===== src/rtl/icu_pkg.sv =====
// Shared definitions for the vectored interrupt control unit: FSM state
// encoding, injected push opcodes and a width helper for source indices.
package icu_pkg;

    typedef enum logic [2:0] {
        IDLE     = 3'd0,
        DRAIN    = 3'd1,
        PUSH_CCR = 3'd2,
        PUSH_PCL = 3'd3,
        PUSH_PCH = 3'd4,
        VECTOR   = 3'd5
    } icu_state_e;

    // Register IDs encoded in the low nibble of a push instruction
    localparam logic [3:0] PCL = 4'd8;
    localparam logic [3:0] PCH = 4'd9;
    localparam logic [3:0] CCR = 4'd10;

    localparam logic [15:0] PUSH_BASE       = 16'h6000;
    localparam logic [15:0] NOP_OP          = 16'h0000;
    localparam logic [15:0] PUSH_CCR_OP     = PUSH_BASE | {12'h000, CCR};
    localparam logic [15:0] PUSH_PC_LOW_OP  = PUSH_BASE | {12'h000, PCL};
    localparam logic [15:0] PUSH_PC_HIGH_OP = PUSH_BASE | {12'h000, PCH};

    // Width of a source index; a single source still needs one bit
    function automatic int id_width(input int n);
        return (n > 1) ? $clog2(n) : 1;
    endfunction

endpackage


===== src/rtl/icu_prio_arb.sv =====
// Combinational fixed-priority arbiter: the lowest set index wins.
module icu_prio_arb #(
    parameter int N     = 4,
    parameter int IDX_W = 2
) (
    input  logic [N-1:0]     eligible_i,
    output logic             valid_o,
    output logic [IDX_W-1:0] index_o
);

    // Scan from the top down so the lowest eligible index is written last
    always_comb begin
        valid_o = |eligible_i;
        index_o = '0;
        for (int i = N - 1; i >= 0; i--) begin
            if (eligible_i[i]) begin
                index_o = IDX_W'(i);
            end
        end
    end

endmodule


===== src/rtl/icu_vectored.sv =====
// Multi-source vectored interrupt control unit. Arbitrates pending sources,
// injects a NOP drain and CCR/PC-low/PC-high pushes into decode, then loads
// the winning source's vector into the PC.
// Optional build macro ICU_LEVEL_TRIG_EN: requests are level-sensitive
// (pending follows int_req directly); otherwise rising edges are latched.
module icu_vectored
    import icu_pkg::*;
#(
    parameter int          NUM_SRC      = 4,
    parameter int          PC_W         = 32,
    parameter int          INSTR_W      = 16,
    parameter int          STALL_CYCLES = 1,
    parameter int unsigned VEC_BASE     = 0,
    parameter int unsigned VEC_STRIDE   = 2
) (
    input  logic                            clk,
    input  logic                            reset,
    input  logic                            enable,
    input  logic [NUM_SRC-1:0]              int_req,
    input  logic [NUM_SRC-1:0]              int_mask,
    output logic                            stall,
    output logic                            inject,
    output logic [INSTR_W-1:0]              instruction,
    output logic                            pc_load,
    output logic [PC_W-1:0]                 pc_value,
    output logic [NUM_SRC-1:0]              ack,
    output logic                            busy,
    output logic [id_width(NUM_SRC)-1:0]    cur_id
);

    localparam int         ID_W     = id_width(NUM_SRC);
    localparam logic [2:0] CNT_LAST = 3'(STALL_CYCLES - 1);

    icu_state_e         state_q, state_d;
    logic [2:0]         cnt_q, cnt_d;
    logic [ID_W-1:0]    id_q, id_d;
    logic [NUM_SRC-1:0] pending;
    logic [NUM_SRC-1:0] eligible;
    logic [NUM_SRC-1:0] id_onehot;
    logic               win_vld;
    logic [ID_W-1:0]    win_idx;
    logic [PC_W-1:0]    vec_addr;

    // One-hot decode of the source currently being served
    always_comb begin
        id_onehot       = '0;
        id_onehot[id_q] = 1'b1;
    end

`ifdef ICU_LEVEL_TRIG_EN
    assign pending = int_req;
`else
    logic [NUM_SRC-1:0] req_q;
    logic [NUM_SRC-1:0] pending_q, pending_d;

    // New edges set pending and win over the end-of-VECTOR clear
    always_comb begin
        pending_d = pending_q;
        if (state_q == VECTOR) begin
            pending_d = pending_d & ~id_onehot;
        end
        pending_d = pending_d | (int_req & ~req_q);
    end

    // Edge-capture registers; pending survives enable drops but not reset
    always_ff @(posedge clk or posedge reset) begin
        if (reset) begin
            req_q     <= '0;
            pending_q <= '0;
        end else begin
            req_q     <= int_req;
            pending_q <= pending_d;
        end
    end

    assign pending = pending_q;
`endif

    assign eligible = pending & ~int_mask;

    icu_prio_arb #(
        .N     (NUM_SRC),
        .IDX_W (ID_W)
    ) u_arb (
        .eligible_i (eligible),
        .valid_o    (win_vld),
        .index_o    (win_idx)
    );

    assign vec_addr = PC_W'(VEC_BASE) + PC_W'(id_q) * PC_W'(VEC_STRIDE);
    assign busy     = (state_q != IDLE);
    assign cur_id   = id_q;

    // FSM state, drain counter and served-source registers
    always_ff @(posedge clk or posedge reset) begin
        if (reset) begin
            state_q <= IDLE;
            cnt_q   <= '0;
            id_q    <= '0;
        end else begin
            state_q <= state_d;
            cnt_q   <= cnt_d;
            id_q    <= id_d;
        end
    end

    // Next-state and output decode; enable low always steers back to IDLE
    always_comb begin
        state_d     = state_q;
        cnt_d       = cnt_q;
        id_d        = id_q;
        stall       = 1'b0;
        inject      = 1'b0;
        instruction = INSTR_W'(NOP_OP);
        pc_load     = 1'b0;
        pc_value    = '0;
        ack         = '0;
        unique case (state_q)
            IDLE: begin
                if (win_vld) begin
                    state_d = DRAIN;
                    cnt_d   = '0;
                    id_d    = win_idx;
                end
            end
            DRAIN: begin
                stall  = 1'b1;
                inject = 1'b1;
                if (cnt_q == CNT_LAST) begin
                    state_d = PUSH_CCR;
                end else begin
                    cnt_d = cnt_q + 3'd1;
                end
            end
            PUSH_CCR: begin
                inject      = 1'b1;
                instruction = INSTR_W'(PUSH_CCR_OP);
                state_d     = PUSH_PCL;
            end
            PUSH_PCL: begin
                inject      = 1'b1;
                instruction = INSTR_W'(PUSH_PC_LOW_OP);
                state_d     = PUSH_PCH;
            end
            PUSH_PCH: begin
                inject      = 1'b1;
                instruction = INSTR_W'(PUSH_PC_HIGH_OP);
                state_d     = VECTOR;
            end
            VECTOR: begin
                inject   = 1'b1;
                pc_load  = 1'b1;
                pc_value = vec_addr;
                ack      = id_onehot;
                state_d  = IDLE;
            end
            default: begin
                state_d = IDLE;
            end
        endcase
        if (!enable) begin
            state_d = IDLE;
        end
    end

endmodule

===== config.mk =====
export PLATFORM = sky130hd
export DESIGN_NAME = icu_vectored
export DESIGN_NICKNAME = d
export VERILOG_FILES = /design/src/rtl/icu_pkg.sv /design/src/rtl/icu_prio_arb.sv /design/src/rtl/icu_vectored.sv
export SDC_FILE = /design/constraint.sdc
export NUM_CORES = 1
export LEC_CHECK = 0
export CORE_UTILIZATION = 31
export CTS_BUF_LIST = sky130_fd_sc_hd__clkbuf_4
export DETAILED_ROUTE_END_ITERATION = 6
export GPL_TIMING_DRIVEN = 0
export PLACE_DENSITY = 0.68
export SYNTH_ARGS = -nofsm -noshare
export SYNTH_HDL_FRONTEND = slang
export SYNTH_SLANG_ARGS = --single-unit

===== constraint.sdc =====
create_clock -name clk -period 2.17 [get_ports clk]
set_input_delay 0.434 -clock clk [delete_from_list [all_inputs] [get_ports clk]]
set_output_delay 0.434 -clock clk [all_outputs]
set_load 0.05 [all_outputs]

; Word-level counts from Yosys, hierarchy flattened
; Index checks and enable logic that the tools add are counted.
[totals]
elab_cells = 54
input_bits = 11
output_inout_bits = 58
reg_bits = 16
[op_classes]
add_sub_neg = 1
n_eq_ne = 9
order_cmp = 2
mux = 20
bitwise = 7
reduce_logical = 10
[ops]
columns = operator, count
row1 = one-hot mux 15 bit (3 select lines), 1
row2 = two-way mux 3 bit, 6
row3 = one-hot mux 3 bit (5 select lines), 1
row4 = AND 4 bit, 3
row5 = inverter 4 bit, 3
row6 = two-way mux 2 bit, 4
row7 = two-way mux 4 bit, 2
row8 = equality test 3 x 2 -> 1 bit (second input constant), 2
row9 = equality test 3 bit (second input constant), 2
row10 = zero test 3 bit, 2
row11 = one-hot mux 3 bit (2 select lines), 1
row12 = OR reduction 5 bit, 1
row13 = two-way mux 1 bit, 4
row14 = bitwise OR 4 bit, 1
row15 = AND reduction 2 bit, 2
row16 = OR reduction 4 bit, 1
row17 = adder 3 x 1 -> 3 bit (second input constant), 1
row18 = equality test 3 x 1 -> 1 bit (second input constant), 1
row19 = less-than comparator 2 x 3 -> 1 bit (second input constant), 1
row20 = != test 3 x 2 -> 1 bit (second input constant), 1
row21 = != test 3 bit (second input constant), 1
row22 = AND reduction 3 bit, 1
row23 = nonzero test 3 bit, 1
row24 = demux 1 bit (select 2 bit), 1
row25 = 5 further kinds, 5

; Logic depth before layout (Yosys ltp)
; Gate-level depths: netlist of run 1.
[logic_depth]
ltp_word = 8
ltp_mapped = 6
ltp_nobuf = 6

; By module
; From an unflattened synthesis of run 1, not the netlist that was laid out.
[unflattened]
cells_unflattened = 132
hier_area_um2 = 1201.2
[modules_own_cells]
columns = mod, area_per_inst_um2, n_inst, cells_each, seq_area_each_um2
row1 = icu_vectored, 1166.1, 1, 125, 400.4
row2 = icu_prio_arb, 35.0, 1, 7, 0.0

; Worst setup path after synthesis of run 1
; No wires, ideal clock.
[synth_path]
path_kind = reg-to-output
startpoint = register id_q[0] (netlist: cur_id[0])
endpoint = output ack[1]
path_slack_ps = -228
path_stages_with_launch = 2
t_arrival_ps = 1964
path_buffers = 0
required_ps = 1736
cell_sequence = dfrtp_1 > nor3b_1
[synth_between]
elab_chain_cells = 5
word_cells_on_any_way = 6
classes_between = order compare (2) / mux (3) / reduce/logical (1)
[synth_rtl]
columns = item, line_no
row1 = "start, declared", icu_vectored.sv:36  ; logic [ID_W-1:0] id_q, id_d;
row2 = "start signal, assigned", icu_vectored.sv:103  ; id_q <= id_d;
row3 = less-than comparator 2 x 3 -> 1 bit (implied by the code) / greater-or-equal comparator 2 x 1 -> 1 bit (equally long branches), icu_vectored.sv:47  ; id_onehot[id_q] = 1'b1;
row4 = logical AND 1 bit (implied by the code), icu_vectored.sv:47
row5 = two-way mux 1 bit (implied by the code), icu_vectored.sv:47
row6 = demux 1 bit (select 2 bit) (*), icu_vectored.sv:47
row7 = two-way mux 4 bit (*), icu_vectored.sv:118  ; unique case (state_q)
row8 = "end, declared", icu_vectored.sv:26  ; output logic [NUM_SRC-1:0] ack,
; Every way passes the cells marked *; elsewhere a longest branch is shown, timed or not.

; Final worst setup path of run 1
[layout_path]
startpoint = register state_q[1]
endpoint = output ack[3]
[layout_between]
elab_chain_cells = 2
[layout_rtl]
columns = item, line_no
row1 = "start, declared", icu_vectored.sv:34  ; icu_state_e state_q, state_d;
row2 = "start signal, assigned", icu_vectored.sv:101  ; state_q <= state_d;
row3 = equality test 3 bit, icu_vectored.sv:118
row4 = two-way mux 4 bit, icu_vectored.sv:118
; Every way passes these cells.

==> run summary, run 1 <==
The sequential-to-total area share from yosys stat came out at between 30% and 40%. The mean cell area of the mapped netlist is 8.96 um^2. The final number of hold-violating endpoints came out at 0. The count of fill cells added during filler insertion came out at around 400.

The worst setup path is captured at a primary output. The die extent in x came out at about 64 um. The count of state elements after synthesis is 16. The library cell contributing the largest single delay on the critical path is dfrtp_1. The routability congestion estimate from global placement came out at roughly 0.73. In this run, post-CTS hold repair placed 0 buffers. The final clock skew is 0.966 ps. Dividing the detail-routed via count by the number of cells gives about 3.7.

The number of antenna violations at the first check in global routing came to 0. The post-layout net count is ~220. The worst setup slack after placement is -143 ps.

The clock-pin transition on the worst setup and hold timing paths came out at about 90 ps. The setup path with the least slack is of type reg -> out. The biggest fanout along the worst timing path is 9. The distinct cell type count of the synthesized netlist is 33. The synthesized cell area came out at approximately 1200 um^2. The data arrival time of the critical path came out at 1650 ps.

Traced cell by cell, the critical path runs through buf_6 -> nand3b_1 -> inv_1 -> and3_1 -> buf_2. The total power divided by cell area is between 600 and 700 nW/um^2. The stage delay of the slowest cell on the critical path came out at approximately 380 ps. The final antenna-violating net count came out at 0. The type of origin of the critical path is a register.

The area of the core region came out at between 3000 and 4000 um^2. The required time of the worst setup path came out at around 1700 ps. The post-route fraction of the period consumed by the critical path came out at 95.8%. The DRC violation total after the first TritonRoute iteration came out at 18. The worst voltage drop across the vdd grid is a little over 0.0003 V. For this run the aggregate overflow at the end of global routing stands at 0. The largest net degree at the start of global routing is 17. The share of final-layout standard cells stronger than drive strength 1 came out at 32.5%. The area added between synthesis and finish came out at 39.6%. 0 antenna diodes ended up in the layout. Clock tree synthesis selected as its root buffer the cell clkbuf_4. The final count of pins violating max slew was 0. The number of buffers added by the clock tree synthesis step came out at 3.

The number of standard cells after synthesis came out at between 100 and 150. The total vias in the final route came out at ~920. Derived from the worst setup path, the maximum achievable clock frequency is 481 MHz. The relative slew slack came out at a little under three fifths. For this run, design rule violations remaining after detail routing come to 0.

The total of endpoints with negative setup slack in the final report is 0. The count of buffers from port buffering came out at 27. The die area came out at 4090 um^2. The number of H-tree branching levels is 1. The final wirelength came out at 2110 um. The source-to-sink clock delay at the later pin of the worst-skew pair came out at between 200 and 300 ps. Setup repair after global routing left no endpoint under its margin. The leakage power total came out at slightly below 1 nW. The time the worst path needs with I/O delays and setup is between 2000 and 2500 ps. The count of clock tree sinks came out at 16. The worst hold path belongs to the class reg -> reg.

Across every metal layer, demand over resource in global routing totals 10.8%. The estimated wirelength of the detail-placed design came out at 1740 um. The reg2reg setup slack came out at 810 ps. The number of global-route vias before repair is ~770. The number of detailed-routing iterations run before antenna repair came out at 4.

During I/O placement, the number of pins put on the boundary was 69. The share of flip-flops with an asynchronous set or reset after synthesis is 100%. The most used flip-flop cell after synthesis is dfrtp_1.

The clock passes through at most 2 buffers. TritonCTS built the clock tree. In this run, synthesis inferred 0 flip-flops with an integrated enable. The row count came out at 22. The wire length of the first global-routing pass is between 3000 and 4000 um. After detailed routing, the average wire length per cell comes to ~8.4 um. The number of violations of the max-capacitance limit came out at 0.

The total of warnings raised by yosys is 0. The effective utilization at floorplan is around a third. The worst path setup slack after routing is roughly 90 ps.

The height of the die is between 60 and 70 um. For the pin with the worst max-slew slack, the measured transition is between 600 and 700 ps. Summed over all failing endpoints, the final setup total negative slack is 0 ps. The flow ran to the end, and the final reports show no timing, DRC or antenna violations.
-- placed cells by master (no fill, tap or decap), drive strengths merged, types with 2 or more instances in the layout --
cell / count
conb: 41
buf: 52
a21boi: 2
nor3: 2
nand2: 7
nor2b: 4
o21ai: 5
clkbuf: 5
nand3: 5
nor2: 6
clkdlybuf4s50: 12
dlygate4sd2: 6
inv: 16
ha: 2
nor3b: 2
o22ai: 3
nand3b: 3
dfrtp: 16
-- flip-flops by register name, summed over array words and instances (netlist names) --
signal,cells
cnt_q,3
req_q,4
state_q,3
cur_id,2
pending,4
-- layout make-up --
type | count | area, um^2 | share of cell area [%]
plain buffers | 46 | 353 | 21.2
clock buffers | 3 | 22.5 | 1.35
inverters | 16 | 60.1 | 3.61
multi-input cells | 95 | 541 | 32.5
flip-flops and latches | 16 | 400 | 24.1
well taps | 48 | 60.1 | 3.61
repair buffers | 27 | 226 | 13.6
-- worst max-delay path: cells and delay by family (launching register included) --
kind                   cells  cell delay [ps]
and+or+nand+nor            2              420
DFF                        1              380
buffers and inverters      3              560
-- where the power goes --
part           leakage [nW]  internal (mW)  total [mW]  switching [mW]
Clock                0.0138         0.0645       0.155          0.0900
Sequential            0.188          0.320       0.345          0.0253
Combinational         0.759          0.171       0.551           0.380
-- cell families after synthesis --
logic type | synth area share (%)
compound gates | 11.6
xor+xnor | 0.735
fa+ha+maj | 2.10
buf+inv | 34.7
flops | 33.6
other cells | 0.315
simple gates | 17.0
-- timing repair --
action                     in CTS  in global routing
gates resized for setup        35                  8
setup buffers                   0                  0
setup endpoints to repair      15                  5
-- cells in the mapped netlist, types with 2 or more instances --
cell type / n / area share, %
buf_4: 44 / 28
dfrtp_1: 16 / 34
inv_1: 16 / 5.0
nand2_1: 7 / 2.2
nor2_1: 6 / 1.9
nand3_1: 5 / 2.1
nor2b_1: 4 / 2.1
o21ai_0: 4 / 1.7
nand3b_1: 3 / 1.9
o22ai_1: 3 / 1.6
buf_6: 2 / 1.9
ha_1: 2 / 2.1
-- worst paths after layout --
kind | startpoint | to | cells past startpoint
max in group asynchronous | reset | req_q[1] | 2
hold reg to reg | req_q[2] | pending[2] | 1
setup / recovery | state_q[1] | ack[3] | 5
setup reg to reg | state_q[1] | pending[2] | 6
hold / removal | req_q[2] | pending[2] | 1
min in group asynchronous | reset | pending[0] | 2
-- stage by stage --
| step | util (%) | cells | area [um^2] | total power [mW] | hold WS, ps |
|---|---|---|---|---|---|
| after floorplan | - | 173 | 1350 | 0.808 | 348 |
| after global placement | 46.0 | 248 | 1680 | 0.919 | 406 |
| after detailed placement | 46.0 | 248 | 1680 | 0.922 | 414 |
| after CTS | 46.1 | 251 | 1690 | 1.06 | 427 |
| after global routing | 45.4 | 251 | 1660 | 1.10 | 452 |
| final | 45.4 | 251 | 1660 | 1.05 | 420 |
-- per-layer routing --
layer  vias up  GRT usage [%]  wire [um]
li1        482              -          -
met1       400           12.7        887
met2        39           17.8        991
met3         2           4.46        205
met4         0           3.41         21
met5         -              0          0
Power figures use the tool's default switching activity.
==> run 2: changes to the inputs <==
--- a/config.mk
+++ b/config.mk
@@ -5,11 +5,13 @@
 export SDC_FILE = /design/constraint.sdc
 export NUM_CORES = 1
 export LEC_CHECK = 0
-export CORE_UTILIZATION = 31
+export CELL_PAD_IN_SITES_DETAIL_PLACEMENT = 0
+export CELL_PAD_IN_SITES_GLOBAL_PLACEMENT = 2
+export CORE_UTILIZATION = 23
 export CTS_BUF_LIST = sky130_fd_sc_hd__clkbuf_4
 export DETAILED_ROUTE_END_ITERATION = 6
 export GPL_TIMING_DRIVEN = 0
-export PLACE_DENSITY = 0.68
+export PLACE_DENSITY_LB_ADDON = 0.1
 export SYNTH_ARGS = -nofsm -noshare
 export SYNTH_HDL_FRONTEND = slang
 export SYNTH_SLANG_ARGS = --single-unit
==> run summary, run 2 (synthesis gave the netlist of run 1 again) <==
The run finished with clean final reports. The number of global-route vias before repair is 804. Traced cell by cell, the critical path runs through buf_6 -> nand3b_1 -> nor3b_2 -> clkbuf_4. In this run the number of H-tree levels came out at 1.

The root buffer cell is clkbuf_4. VDD sags by at most between 0.0002 and 0.00025 V. The critical path starts at state_q[1].

The destination of the critical timing path is ack[1]. The placement-stage cell area came out at roughly 1700 um^2. The number of DRC violations after detailed routing is 0. The largest single stage delay on the critical path is 390 ps. The analysis attributes to cell leakage a power of approximately 0.95 nW.

The worst setup path is launched from a register. The logic depth of the worst setup path including buffers came out at 4. Setup violations remaining at the end of the flow were counted as 0.

The biggest fanout along the worst timing path came out at 9. The startpoint identified for the worst register-to-register timing path is state_q[1]. Setup repair after global routing could not meet its margin everywhere. The slowest stage of the critical path belongs to the cell dfrtp_1. The library cells used most frequently in the layout, excluding fill and tap cells, are 45 x buf_4, 41 x conb_1, 16 x dfrtp_1.

The boundary pin count came out at 69. The floorplan step defined a core boundary enclosing 4850 um^2. The critical path contains buffers and inverters numbering 2 combined. The final wirelength came out at 2290 um. The number of post-CTS setup repair buffers came out at 0. The height of the die came out at between 70 and 80 um. The routability congestion estimate from global placement is approximately 0.74. The die area is between 5000 and 6000 um^2. The number of buffers added by the clock tree synthesis step is 3. The final count of pins violating max slew came out at 0.

The count of buffers from port buffering came out at 27. The path depth of the worst reg2reg path came out at 6. The estimated wirelength of the detail-placed design came out at 1860 um. The row count came out at 25.

The worst register-to-register path ends at pending[2]. The initial utilization of the core area, before any placement, comes to 24.6%. The count of hold-fix buffers inserted at cts is 0. The worst setup path is captured at a primary output. The total power divided by cell area came out at 625 nW/um^2. The number of violations of the max-capacitance limit came out at 0. The total vias in the final route is 930. Before antenna repair, the detailed router went through 4 iterations. Across every metal layer, demand over resource in global routing totals 8.65%. The final critical path takes up between 90% and 100% of the cycle.

The post-route core utilization came out at about a third. The highest achievable clock rate came out at 483 MHz. The mean routed wirelength per cell is about 8.5 um. The final clock skew came out at 11.6 ps. After detailed routing, the number of vias per cell comes to ~3.4. At the end of the flow, the number of nets in the layout was 218. The final antenna-violating net count came out at 0. The total power after layout came out at 1.06 mW. The time the worst path needs with I/O delays and setup came out at 2070 ps. The wire length of the first global-routing pass is approximately 3500 um.

The largest net degree at the start of global routing came out at 17. The number of antenna violations at the first check in global routing is 0. The path class of the tightest hold or removal check is reg -> reg.

STA puts the critical path data required time at 1740 ps. The clock reaches the later pin of the worst-skew pair after between 200 and 300 ps. The top cell family by delay on the critical path is simple AND/OR/NAND/NOR gates.

The worst path setup slack after routing is slightly above 100 ps. The overall overflow remaining after global route is 0. The worst pin sits at a relative slew slack of between 50 and 60%. The library cell used most frequently in the layout, excluding fill and tap cells, is buf_4.

The area growth from synthesis to layout is 42.5%. Across all register-to-register paths, the minimum setup slack is ~800 ps. Of the cells placed in the final design, the portion with a size suffix greater than 1 is 33.5%. The cell area after layout is roughly 1700 um^2. The data arrival time of the critical path is 1640 ps.

The DRC violation total after the first TritonRoute iteration came out at 22. The count of clock tree sinks is 16. The transition time at the pin with the least slew margin came out at 647 ps.

The worst setup slack after placement is -172 ps. The worst setup path is of the reg -> out kind. The clock tree from TritonCTS is built.

The final number of hold-violating endpoints came out at 0. The clock-pin transition on the worst setup and hold timing paths came out at 100 ps. The die is roughly 74 um wide. The maximum number of buffers from clock root to sink is 2. 0 antenna diodes ended up in the layout.
[run 2: cell types whose count changed in the layout (fill, tap and decap cells not counted), sizes merged]
cell           previous run  this run
buf                      52        49
clkbuf                    5         8
dlygate4sd2               6         4
clkdlybuf4s15             1         3
[run 2: repair_timing]
action / in CTS / in global routing
resized for setup: 41 / 13
setup endpoints to repair: 15 / 9
gates cloned: 0 / 0
[run 2: cell type report]
class,count,area [um^2]
Timing Repair Buffer,27,238
Clock buffer,3,22.5
Buffer,46,353
Sequential cell,16,400
Tap cell,67,83.8
Multi-Input combinational cell,95,541
Inverter,16,60.1
Fill cell,510,3150
[run 2: how the worst min path moves through the flow]
| stage | startpoint | end | slack [ps] | cells after the start |
|---|---|---|---|---|
| final | req_q[2] | pending[2] | 420 | 1 |
| after detailed placement | req_q[2] | pending[2] | 410 | 1 |
| after floorplan | reset | cnt_q[0] | 350 | 1 |
| after CTS | req_q[2] | pending[2] | 430 | 1 |
| after global placement | req_q[2] | pending[2] | 410 | 1 |
| after global routing | req_q[0] | pending[0] | 450 | 1 |
[run 2: through the flow]
stage | hold WS, ps | setup TNS (ps) | instances
floorplan | 348 | 0 | 173
global placement | 408 | -734 | 267
detailed placement | 413 | -727 | 267
CTS | 426 | 0 | 270
global route | 449 | -4.73 | 270
finish | 419 | 0 | 270
[run 2: power by group]
part           leakage, nW  switching (mW)  total (mW)  internal (mW)
Sequential           0.188          0.0253       0.345          0.320
Clock               0.0138          0.0965       0.161         0.0645
Combinational        0.751           0.384       0.556          0.171
Total                0.953           0.506        1.06          0.556
[run 2: metal layers]
layer	GRT usage, %	part of all wire (%)	up-vias	wire, um
met1	9.34	41	393	936
met4	4.06	1.5	0	34
li1	-	-	486	-
met5	0	0	-	0
met3	3.12	10	2	240
met2	15.1	47	49	1080
[run 2: worst register-to-register path, delay by kind of cell (launching register included)]
family | cells | cell delay, ps
AND/OR/NAND/NOR | 2 | 350
AO/OA/AOI/OAI | 2 | 240
buffers and inverters | 2 | 270
flip-flops | 1 | 390
==> run 3: changes to the inputs <==
--- a/config.mk
+++ b/config.mk
@@ -10,6 +10,7 @@
 export CORE_UTILIZATION = 23
 export CTS_BUF_LIST = sky130_fd_sc_hd__clkbuf_4
 export DETAILED_ROUTE_END_ITERATION = 6
+export GPL_ROUTABILITY_DRIVEN = 1
 export GPL_TIMING_DRIVEN = 0
 export PLACE_DENSITY_LB_ADDON = 0.1
 export SYNTH_ARGS = -nofsm -noshare
==> results of run 3 <==
No change in the layout: final DEF, timing and power equal those of run 2.
